### config.mk
export PLATFORM = sky130hd
export DESIGN_NAME = load_store_unit_flat
export DESIGN_NICKNAME = d
export VERILOG_FILES = /design/src/rtl/lsu_pkg.sv /design/src/rtl/load_store_unit_if.sv /design/src/rtl/lsu_align.sv /design/src/rtl/load_store_unit.sv /design/src/flat_wrapper.sv
export SDC_FILE = /design/constraint.sdc
export NUM_CORES = 1
export LEC_CHECK = 0
export ABC_CLOCK_PERIOD_IN_PS = 3500
export CAP_MARGIN = 0
export CORE_UTILIZATION = 50
export CTS_CLUSTER_DIAMETER = 150
export DETAILED_ROUTE_END_ITERATION = 6
export DONT_BUFFER_PORTS = 1
export SYNTH_ARGS = -nofsm -noshare
export SYNTH_HDL_FRONTEND = slang
export SYNTH_SLANG_ARGS = --single-unit
export TNS_END_PERCENT = 1
### constraint.sdc
create_clock -name clk -period 3.5 [get_ports clk]
set_input_delay 0.175 -clock clk [delete_from_list [all_inputs] [get_ports clk]]
set_output_delay 0.175 -clock clk [all_outputs]
set_load 0.005 [all_outputs]
### src/rtl/lsu_pkg.sv
// Shared definitions for the load/store unit: funct3 encodings, access
// sizes, FSM state type and lane widths.
package lsu_pkg;

  localparam logic [2:0] F3_B  = 3'b000;
  localparam logic [2:0] F3_H  = 3'b001;
  localparam logic [2:0] F3_W  = 3'b010;
  localparam logic [2:0] F3_BU = 3'b100;
  localparam logic [2:0] F3_HU = 3'b101;

  // Access size is funct3[1:0]; 2'b11 never survives the legality check.
  typedef enum logic [1:0] {
    SZ_B = 2'b00,
    SZ_H = 2'b01,
    SZ_W = 2'b10
  } size_t;

  typedef enum logic [1:0] {
    IDLE,
    RMW_RD,
    RMW_WR
  } state_t;

  localparam int unsigned BYTE_W = 8;
  localparam int unsigned HALF_W = 16;
  localparam int unsigned WORD_W = 32;

endpackage

### src/rtl/load_store_unit_if.sv
// Bundle of the pipeline-side request/response and data_memory signals of
// the load/store unit.
//   slave  : the load_store_unit view (takes requests, drives memory)
//   master : the pipeline + data_memory view
interface load_store_unit_if;
  // pipeline side
  logic        req_valid;
  logic        MemRead;
  logic        MemWrite;
  logic [2:0]  funct3;
  logic [31:0] addr;
  logic [31:0] store_data;
  logic [31:0] load_data;
  logic        stall;
  logic        err;
  // data_memory side
  logic        mem_read;
  logic        mem_write;
  logic [31:0] mem_addr;
  logic [31:0] mem_wdata;
  logic [31:0] mem_rdata;

  modport slave (
    input  req_valid, MemRead, MemWrite, funct3, addr, store_data, mem_rdata,
    output load_data, stall, err, mem_read, mem_write, mem_addr, mem_wdata
  );

  modport master (
    output req_valid, MemRead, MemWrite, funct3, addr, store_data, mem_rdata,
    input  load_data, stall, err, mem_read, mem_write, mem_addr, mem_wdata
  );
endinterface

### src/rtl/lsu_align.sv
// Combinational lane logic for the load/store unit.
//   ld_word/ld_off/ld_size/ld_unsigned -> ld_data : lane extract + extend
//   st_word/st_data/st_off/st_size     -> st_merged: lane replace in word
module lsu_align
  import lsu_pkg::*;
(
  input  logic [31:0] ld_word,
  input  logic [1:0]  ld_off,
  input  size_t       ld_size,
  input  logic        ld_unsigned,
  output logic [31:0] ld_data,
  input  logic [31:0] st_word,
  input  logic [15:0] st_data,
  input  logic [1:0]  st_off,
  input  size_t       st_size,
  output logic [31:0] st_merged
);

  logic [7:0]  ld_byte;
  logic [15:0] ld_half;

  always_comb begin
    ld_byte = '0;
    case (ld_off)
      2'd0:    ld_byte = ld_word[7:0];
      2'd1:    ld_byte = ld_word[15:8];
      2'd2:    ld_byte = ld_word[23:16];
      default: ld_byte = ld_word[31:24];
    endcase
    ld_half = ld_off[1] ? ld_word[31:16] : ld_word[15:0];

    case (ld_size)
      SZ_B:    ld_data = {{(WORD_W - BYTE_W){ld_byte[7] & ~ld_unsigned}}, ld_byte};
      SZ_H:    ld_data = {{(WORD_W - HALF_W){ld_half[15] & ~ld_unsigned}}, ld_half};
      default: ld_data = ld_word;
    endcase
  end

  always_comb begin
    st_merged = st_word;
    case (st_size)
      SZ_B: begin
        case (st_off)
          2'd0:    st_merged[7:0]   = st_data[7:0];
          2'd1:    st_merged[15:8]  = st_data[7:0];
          2'd2:    st_merged[23:16] = st_data[7:0];
          default: st_merged[31:24] = st_data[7:0];
        endcase
      end
      SZ_H: begin
        if (st_off[1]) st_merged[31:16] = st_data;
        else           st_merged[15:0]  = st_data;
      end
      default: st_merged = st_word;
    endcase
  end

endmodule

### src/rtl/load_store_unit.sv
// MEM-stage load/store front end for a word-only data_memory.
//   clk, reset : clock, asynchronous active-high reset
//   bus        : pipeline request/response and data_memory signals
// Loads and sw complete in the request cycle; sb/sh run a read-modify-write
// (IDLE -> RMW_RD -> RMW_WR) with stall high during IDLE and RMW_RD.
module load_store_unit
  import lsu_pkg::*;
#(
  parameter bit          MISALIGN_TRAP = 1'b1,
  parameter int unsigned MEM_AW        = 10   // 3..31
) (
  input logic             clk,
  input logic             reset,
  load_store_unit_if.slave bus
);

  state_t      state, state_nxt;
  logic [31:0] lat_addr;
  logic [15:0] lat_data;
  size_t       lat_size;
  logic [31:0] old_word;
  logic        latch_req;

  size_t       req_size;
  logic        is_store, is_load;
  logic        ld_legal, st_legal, misaligned;
  logic [31:0] ld_data, st_merged;

  // Bits above MEM_AW are forwarded untouched; only the byte offset is cleared.
  function automatic logic [31:0] word_addr(input logic [31:0] a);
    return {a[31:MEM_AW], a[MEM_AW-1:2], 2'b00};
  endfunction

  assign req_size = size_t'(bus.funct3[1:0]);
  // MemWrite has priority when both request strobes are set.
  assign is_store = bus.req_valid & bus.MemWrite;
  assign is_load  = bus.req_valid & bus.MemRead & ~bus.MemWrite;
  assign ld_legal = bus.funct3 inside {F3_B, F3_H, F3_W, F3_BU, F3_HU};
  assign st_legal = bus.funct3 inside {F3_B, F3_H, F3_W};
  assign misaligned = MISALIGN_TRAP &&
                      (((req_size == SZ_H) && bus.addr[0]) ||
                       ((req_size == SZ_W) && (bus.addr[1:0] != 2'b00)));

  lsu_align u_align (
    .ld_word     (bus.mem_rdata),
    .ld_off      (bus.addr[1:0]),
    .ld_size     (req_size),
    .ld_unsigned (bus.funct3[2]),
    .ld_data     (ld_data),
    .st_word     (old_word),
    .st_data     (lat_data),
    .st_off      (lat_addr[1:0]),
    .st_size     (lat_size),
    .st_merged   (st_merged)
  );

  always_ff @(posedge clk or posedge reset) begin
    if (reset) begin
      state    <= IDLE;
      lat_addr <= '0;
      lat_data <= '0;
      lat_size <= SZ_B;
      old_word <= '0;
    end else begin
      state <= state_nxt;
      if (latch_req) begin
        lat_addr <= bus.addr;
        lat_data <= bus.store_data[15:0];
        lat_size <= req_size;
      end
      if (state == RMW_RD) old_word <= bus.mem_rdata;
    end
  end

  always_comb begin
    state_nxt     = state;
    latch_req     = 1'b0;
    bus.stall     = 1'b0;
    bus.err       = 1'b0;
    bus.mem_read  = 1'b0;
    bus.mem_write = 1'b0;
    bus.mem_addr  = '0;
    bus.mem_wdata = '0;
    bus.load_data = '0;

    case (state)
      IDLE: begin
        if (is_store) begin
          if (!st_legal || misaligned) begin
            bus.err = 1'b1;
          end else if (req_size == SZ_W) begin
            bus.mem_write = 1'b1;
            bus.mem_addr  = word_addr(bus.addr);
            bus.mem_wdata = bus.store_data;
          end else begin
            bus.stall = 1'b1;
            latch_req = 1'b1;
            state_nxt = RMW_RD;
          end
        end else if (is_load) begin
          if (!ld_legal || misaligned) begin
            bus.err = 1'b1;
          end else begin
            bus.mem_read  = 1'b1;
            bus.mem_addr  = word_addr(bus.addr);
            bus.load_data = ld_data;
          end
        end
      end
      RMW_RD: begin
        bus.mem_read = 1'b1;
        bus.mem_addr = word_addr(lat_addr);
        bus.stall    = 1'b1;
        state_nxt    = RMW_WR;
      end
      RMW_WR: begin
        bus.mem_write = 1'b1;
        bus.mem_addr  = word_addr(lat_addr);
        bus.mem_wdata = st_merged;
        state_nxt     = IDLE;
      end
      default: state_nxt = IDLE;
    endcase

    // Outputs are forced low while reset is asserted so an in-flight RMW
    // cannot emit a write after reset rises.
    if (reset) begin
      latch_req     = 1'b0;
      bus.stall     = 1'b0;
      bus.err       = 1'b0;
      bus.mem_read  = 1'b0;
      bus.mem_write = 1'b0;
      bus.mem_addr  = '0;
      bus.mem_wdata = '0;
      bus.load_data = '0;
    end
  end

endmodule

### src/flat_wrapper.sv
// flat-port wrapper written by rule: the top's interface ports become plain ports
module load_store_unit_flat import lsu_pkg::*;
#(
  parameter bit          MISALIGN_TRAP = 1'b1,
  parameter int unsigned MEM_AW        = 10           
)
  (clk, reset, bus_req_valid, bus_MemRead, bus_MemWrite, bus_funct3, bus_addr, bus_store_data, bus_mem_rdata, bus_load_data, bus_stall, bus_err, bus_mem_read, bus_mem_write, bus_mem_addr, bus_mem_wdata);
  load_store_unit_if bus_i ();
  input logic clk;
  input logic reset;
  input wire logic [$bits(bus_i.req_valid)-1:0] bus_req_valid;
  input wire logic [$bits(bus_i.MemRead)-1:0] bus_MemRead;
  input wire logic [$bits(bus_i.MemWrite)-1:0] bus_MemWrite;
  input wire logic [$bits(bus_i.funct3)-1:0] bus_funct3;
  input wire logic [$bits(bus_i.addr)-1:0] bus_addr;
  input wire logic [$bits(bus_i.store_data)-1:0] bus_store_data;
  input wire logic [$bits(bus_i.mem_rdata)-1:0] bus_mem_rdata;
  output wire logic [$bits(bus_i.load_data)-1:0] bus_load_data;
  output wire logic [$bits(bus_i.stall)-1:0] bus_stall;
  output wire logic [$bits(bus_i.err)-1:0] bus_err;
  output wire logic [$bits(bus_i.mem_read)-1:0] bus_mem_read;
  output wire logic [$bits(bus_i.mem_write)-1:0] bus_mem_write;
  output wire logic [$bits(bus_i.mem_addr)-1:0] bus_mem_addr;
  output wire logic [$bits(bus_i.mem_wdata)-1:0] bus_mem_wdata;
  assign bus_i.req_valid = bus_req_valid;
  assign bus_i.MemRead = bus_MemRead;
  assign bus_i.MemWrite = bus_MemWrite;
  assign bus_i.funct3 = bus_funct3;
  assign bus_i.addr = bus_addr;
  assign bus_i.store_data = bus_store_data;
  assign bus_i.mem_rdata = bus_mem_rdata;
  assign bus_load_data = bus_i.load_data;
  assign bus_stall = bus_i.stall;
  assign bus_err = bus_i.err;
  assign bus_mem_read = bus_i.mem_read;
  assign bus_mem_write = bus_i.mem_write;
  assign bus_mem_addr = bus_i.mem_addr;
  assign bus_mem_wdata = bus_i.mem_wdata;
  load_store_unit #(.MISALIGN_TRAP(MISALIGN_TRAP), .MEM_AW(MEM_AW)) u_core (.clk(clk), .reset(reset), .bus(bus_i));
endmodule
==> impl_summary.log <==
INFO  metric status = completed
INFO  metric pwr_density_cell = 652 nW/um^2
INFO  metric post_drt_via_cell_ratio = 6.26
INFO  metric power.leakage = around 2.9 nW
INFO  metric detail_route.wirelength = 17600 um
INFO  metric synth_seq_area_share = 0.372
INFO  metric synthMostInstantiatedCell = sky130_fd_sc_hd__dfrtp_1
INFO  metric overflow = 0
INFO  metric netlist.top_cell.by_area = sky130_fd_sc_hd__dfrtp_1
INFO  metric worst_path_max_delay_cell = sky130_fd_sc_hd__dfrtp_1
INFO  metric cp.arrival = 2620 ps
INFO  metric critPathMaxStageDelay = 930 ps
INFO  metric dpl.cell_count = 700
INFO  metric tightestPinTransition = 1100 ps
INFO  metric drc_errors = 0
INFO  metric drt.antenna.violating_nets = 0
INFO  metric timing.hold.ws = 203 ps
INFO  metric final_nets = 762
INFO  metric ys_warn_count = 0
INFO  metric clock_skew = 7.64 ps
INFO  metric n_fill_cell = 932
INFO  metric grt_pass1_vias = 4869
INFO  metric dr_total_vias = 5000
INFO  metric clock_tree.buffer_depth = 2
INFO  metric timing.reg2reg.worst_path_depth = 6
INFO  metric largest_net_degree_at_the_start_of_global_routing = 47
INFO  metric die_width = 108 um
INFO  metric power = 4.45 mW
INFO  metric design.die.area = 11700 um^2
INFO  metric timing.rr.start = u_core.state[0]
INFO  metric synth_enable_flop_cells = 0
INFO  metric layoutNonFillerInstCount = 799
INFO  metric port_buffers = 0
INFO  metric max_clock_freq = 357 MHz
INFO  metric worst-endpoint-required = 3320 ps
INFO  metric syn_to_final_growth = 20.5%
INFO  metric grt_setup_unrepaired = false
INFO  metric cts-root-buf = sky130_fd_sc_hd__clkbuf_16
INFO  metric globalplace.congestion = 0.870
INFO  metric source_to_sink_clock_delay_at_the_later_pin_of_the_worst_skew_pair = around 340 ps
INFO  metric syn_inst = 600
INFO  metric peakVddDrop = 321 uV
INFO  metric detail_route.wl_per_cell = 22.1 um
INFO  metric layout.area.seq = between 2000 and 2500 um^2
INFO  metric maxCapViolations = 0
INFO  metric drive_above_1_share = 0.201
INFO  metric critPathTopFamily = flip-flops
INFO  metric timing.hold.worst.class = in2reg
INFO  metric tns = 0 ps
INFO  metric final_slew_viol_count = 0
INFO  metric core.rowCount = 38
INFO  metric synth-seq-cells = 84
INFO  metric final-hold-violation-count = 0
INFO  metric die_h = 108 um
INFO  metric multi_input_area = approximately 3200 um^2
INFO  metric tritoncts_buffer_count = 9
INFO  metric critPathMaxFanout = 31
INFO  metric initial_core_util = 0.517
INFO  metric cts.clk_slew.worst_paths = 60 ps
INFO  metric critPathLaunchType = flop
INFO  metric timing.slew.headroom = 0.263
INFO  metric tritoncts = built
INFO  metric core = 10900 um^2
INFO  metric crit_chain = clkinv_1, a21boi_2, nand3_1, a31oi_1
INFO  metric setup-violations-final = 0
INFO  metric yosys.cell_types.count = 47
INFO  metric numClockSinks = 84
INFO  metric ctsHtreeMaxLevel = 3
INFO  metric grt_use_total = 0.303
INFO  metric ys.flop_type = sky130_fd_sc_hd__dfrtp_1
INFO  metric fin_crit = 2800 ps
INFO  metric antenna_found_initial = 1
INFO  metric type_of_element_capturing_the_critical_path = output port
INFO  metric layout_worst_path_cycle_share = 0.800
INFO  metric synthArstFlopShare = 1.00
INFO  metric floorplan.io_pins = 204
INFO  metric drt_iter0_markers = ~370
INFO  metric worstPathBufferInverterCount = 1
INFO  metric drt_pre_antenna_iters = 5
INFO  metric worst_hold_path.endpoint = u_core.state[0]
INFO  metric hold_path_depth = 3
INFO  metric yosys.area.top_type_share = 0.372
INFO  metric dpl.hpwl = between 10000 and 15000 um
INFO  metric yosys-top-cells-count = 84 x sky130_fd_sc_hd__dfrtp_1, 81 x sky130_fd_sc_hd__mux2_2, 71 x sky130_fd_sc_hd__nand2_1
INFO  metric grt_first_pass_wirelength = 26500 um
INFO  metric synth.cell_area = 5660 um^2
INFO  metric postSynthAreaPerCell = 9.43 um^2
INFO  metric worstHoldStart = bus_MemWrite
INFO  metric regToRegEndpoint = u_core.lat_addr[16]
INFO  metric post_synth_main_area_contributors = sky130_fd_sc_hd__dfrtp_1 37%, sky130_fd_sc_hd__mux2_2 16%, sky130_fd_sc_hd__a22o_1 6.3%
INFO  metric worst-setup-path-type = reg2out
INFO  metric regToRegSetupSlack = 1340 ps
==> worst max-delay path by stage <==
stage | start | endpoint | slack, ps | depth (start not counted)
2_1_floorplan | reset | bus_mem_wdata[27] | 320 | 5
3_3_place_gp | u_core.lat_size[0] | bus_mem_wdata[1] | 1260 | 4
3_5_place_dp | u_core.lat_size[0] | bus_mem_wdata[7] | 1160 | 4
4_1_cts | u_core.lat_size[0] | bus_mem_wdata[7] | 780 | 4
5_1_grt | u_core.lat_size[0] | bus_mem_wdata[1] | 520 | 4
6_report | u_core.lat_size[0] | bus_mem_wdata[1] | 700 | 4
==> stage by stage <==
step | setup WS (ps) | util | area, um^2
global route | 519 | 0.623 | 6810
floorplan | 315 | - | 5660
finish | 701 | 0.623 | 6820
detailed placement | 1160 | 0.519 | 5680
CTS | 778 | 0.622 | 6800
global placement | 1260 | 0.519 | 5680
==> cell families (layout without fill, tap and decap cells) <==
logic type	Yosys count	in the layout	share of synthesized area
multiplexers	101	101	0.199
other	1	3	0.000663
buffers and inverters	66	123	0.0575
AO/OA/AOI/OAI	164	164	0.208
AND/OR/NAND/NOR	179	179	0.153
flip-flops	84	84	0.372
adder cells (fa/ha/maj)	5	5	0.0111
==> worst reg2reg max path, cell delays in order, from the launching register on <==
cell and delay, ps:
sky130_fd_sc_hd__dfrtp_1 430, sky130_fd_sc_hd__inv_1 110, sky130_fd_sc_hd__ha_1 220, sky130_fd_sc_hd__nor2b_1 260, sky130_fd_sc_hd__nand2_2 380, sky130_fd_sc_hd__buf_12 340, sky130_fd_sc_hd__mux2_2 300
==> repair_timing <==
action,in CTS,in global routing
endpoints found under the hold margin,124,1
gates resized for setup,0,0
hold buffers,81,1
buffers inserted,0,0
==> state kept, by name (all words and copies together), names as in the netlist <==
register,flops
u_core.state,2
u_core.old_word,32
u_core.lat_addr,32
u_core.lat_data,16
u_core.lat_size,2
==> cell type report <==
| type | instances | area share |
|---|---|---|
| Sequential cell | 84 | 0.308 |
| Tap cell | 140 | 0.0257 |
| Antenna cell | 1 | 0.000367 |
| Clock buffer | 11 | 0.0341 |
| Timing Repair Buffer | 93 | 0.134 |
| Inverter | 14 | 0.00789 |
| Clock inverter | 5 | 0.0125 |
| Multi-Input combinational cell | 451 | 0.477 |
==> layout by cell type, fill, tap and decap left out, types with 2 or more instances in the layout <==
| master | count |
|---|---|
| sky130_fd_sc_hd__a221oi_1 | 9 |
| sky130_fd_sc_hd__nor3_1 | 6 |
| sky130_fd_sc_hd__inv_1 | 12 |
| sky130_fd_sc_hd__ha_1 | 5 |
| sky130_fd_sc_hd__clkbuf_1 | 2 |
| sky130_fd_sc_hd__o21ai_0 | 15 |
| sky130_fd_sc_hd__a211oi_2 | 7 |
| sky130_fd_sc_hd__and4_1 | 2 |
| sky130_fd_sc_hd__nand3_1 | 26 |
| sky130_fd_sc_hd__mux2i_1 | 19 |
| sky130_fd_sc_hd__nor2_2 | 2 |
| sky130_fd_sc_hd__a21o_1 | 5 |
| sky130_fd_sc_hd__o21ai_1 | 3 |
| sky130_fd_sc_hd__nand2_1 | 70 |
| sky130_fd_sc_hd__and3_1 | 2 |
| sky130_fd_sc_hd__o22ai_1 | 5 |
| sky130_fd_sc_hd__bufinv_16 | 2 |
| sky130_fd_sc_hd__nand3b_1 | 8 |
| sky130_fd_sc_hd__dlygate4sd3_1 | 82 |
| sky130_fd_sc_hd__dfrtp_1 | 84 |
| sky130_fd_sc_hd__a221oi_2 | 4 |
| sky130_fd_sc_hd__buf_4 | 10 |
| sky130_fd_sc_hd__a21oi_1 | 48 |
| sky130_fd_sc_hd__nor2b_1 | 4 |
| sky130_fd_sc_hd__conb_1 | 2 |
| sky130_fd_sc_hd__nor2_1 | 33 |
| sky130_fd_sc_hd__nand2b_1 | 14 |
| sky130_fd_sc_hd__a22o_1 | 41 |
| sky130_fd_sc_hd__clkbuf_16 | 9 |
| sky130_fd_sc_hd__a31oi_1 | 21 |
| sky130_fd_sc_hd__and2_1 | 2 |
| sky130_fd_sc_hd__mux2_2 | 81 |
==> layer usage <==
metal	wire, um	track usage	part of all wire
met4	446	0.120	0.025
met1	7450	0.387	0.42
met3	1190	0.0567	0.067
met2	8550	0.509	0.49
met5	0	0	0
==> power by group <==
group	total (mW)	switching (mW)	internal, mW
Clock	1.03	0.397	0.630
Combinational	1.58	0.772	0.808
Sequential	1.84	0.429	1.41
Total	4.45	1.60	2.85
Power figures use the tool's default switching activity.
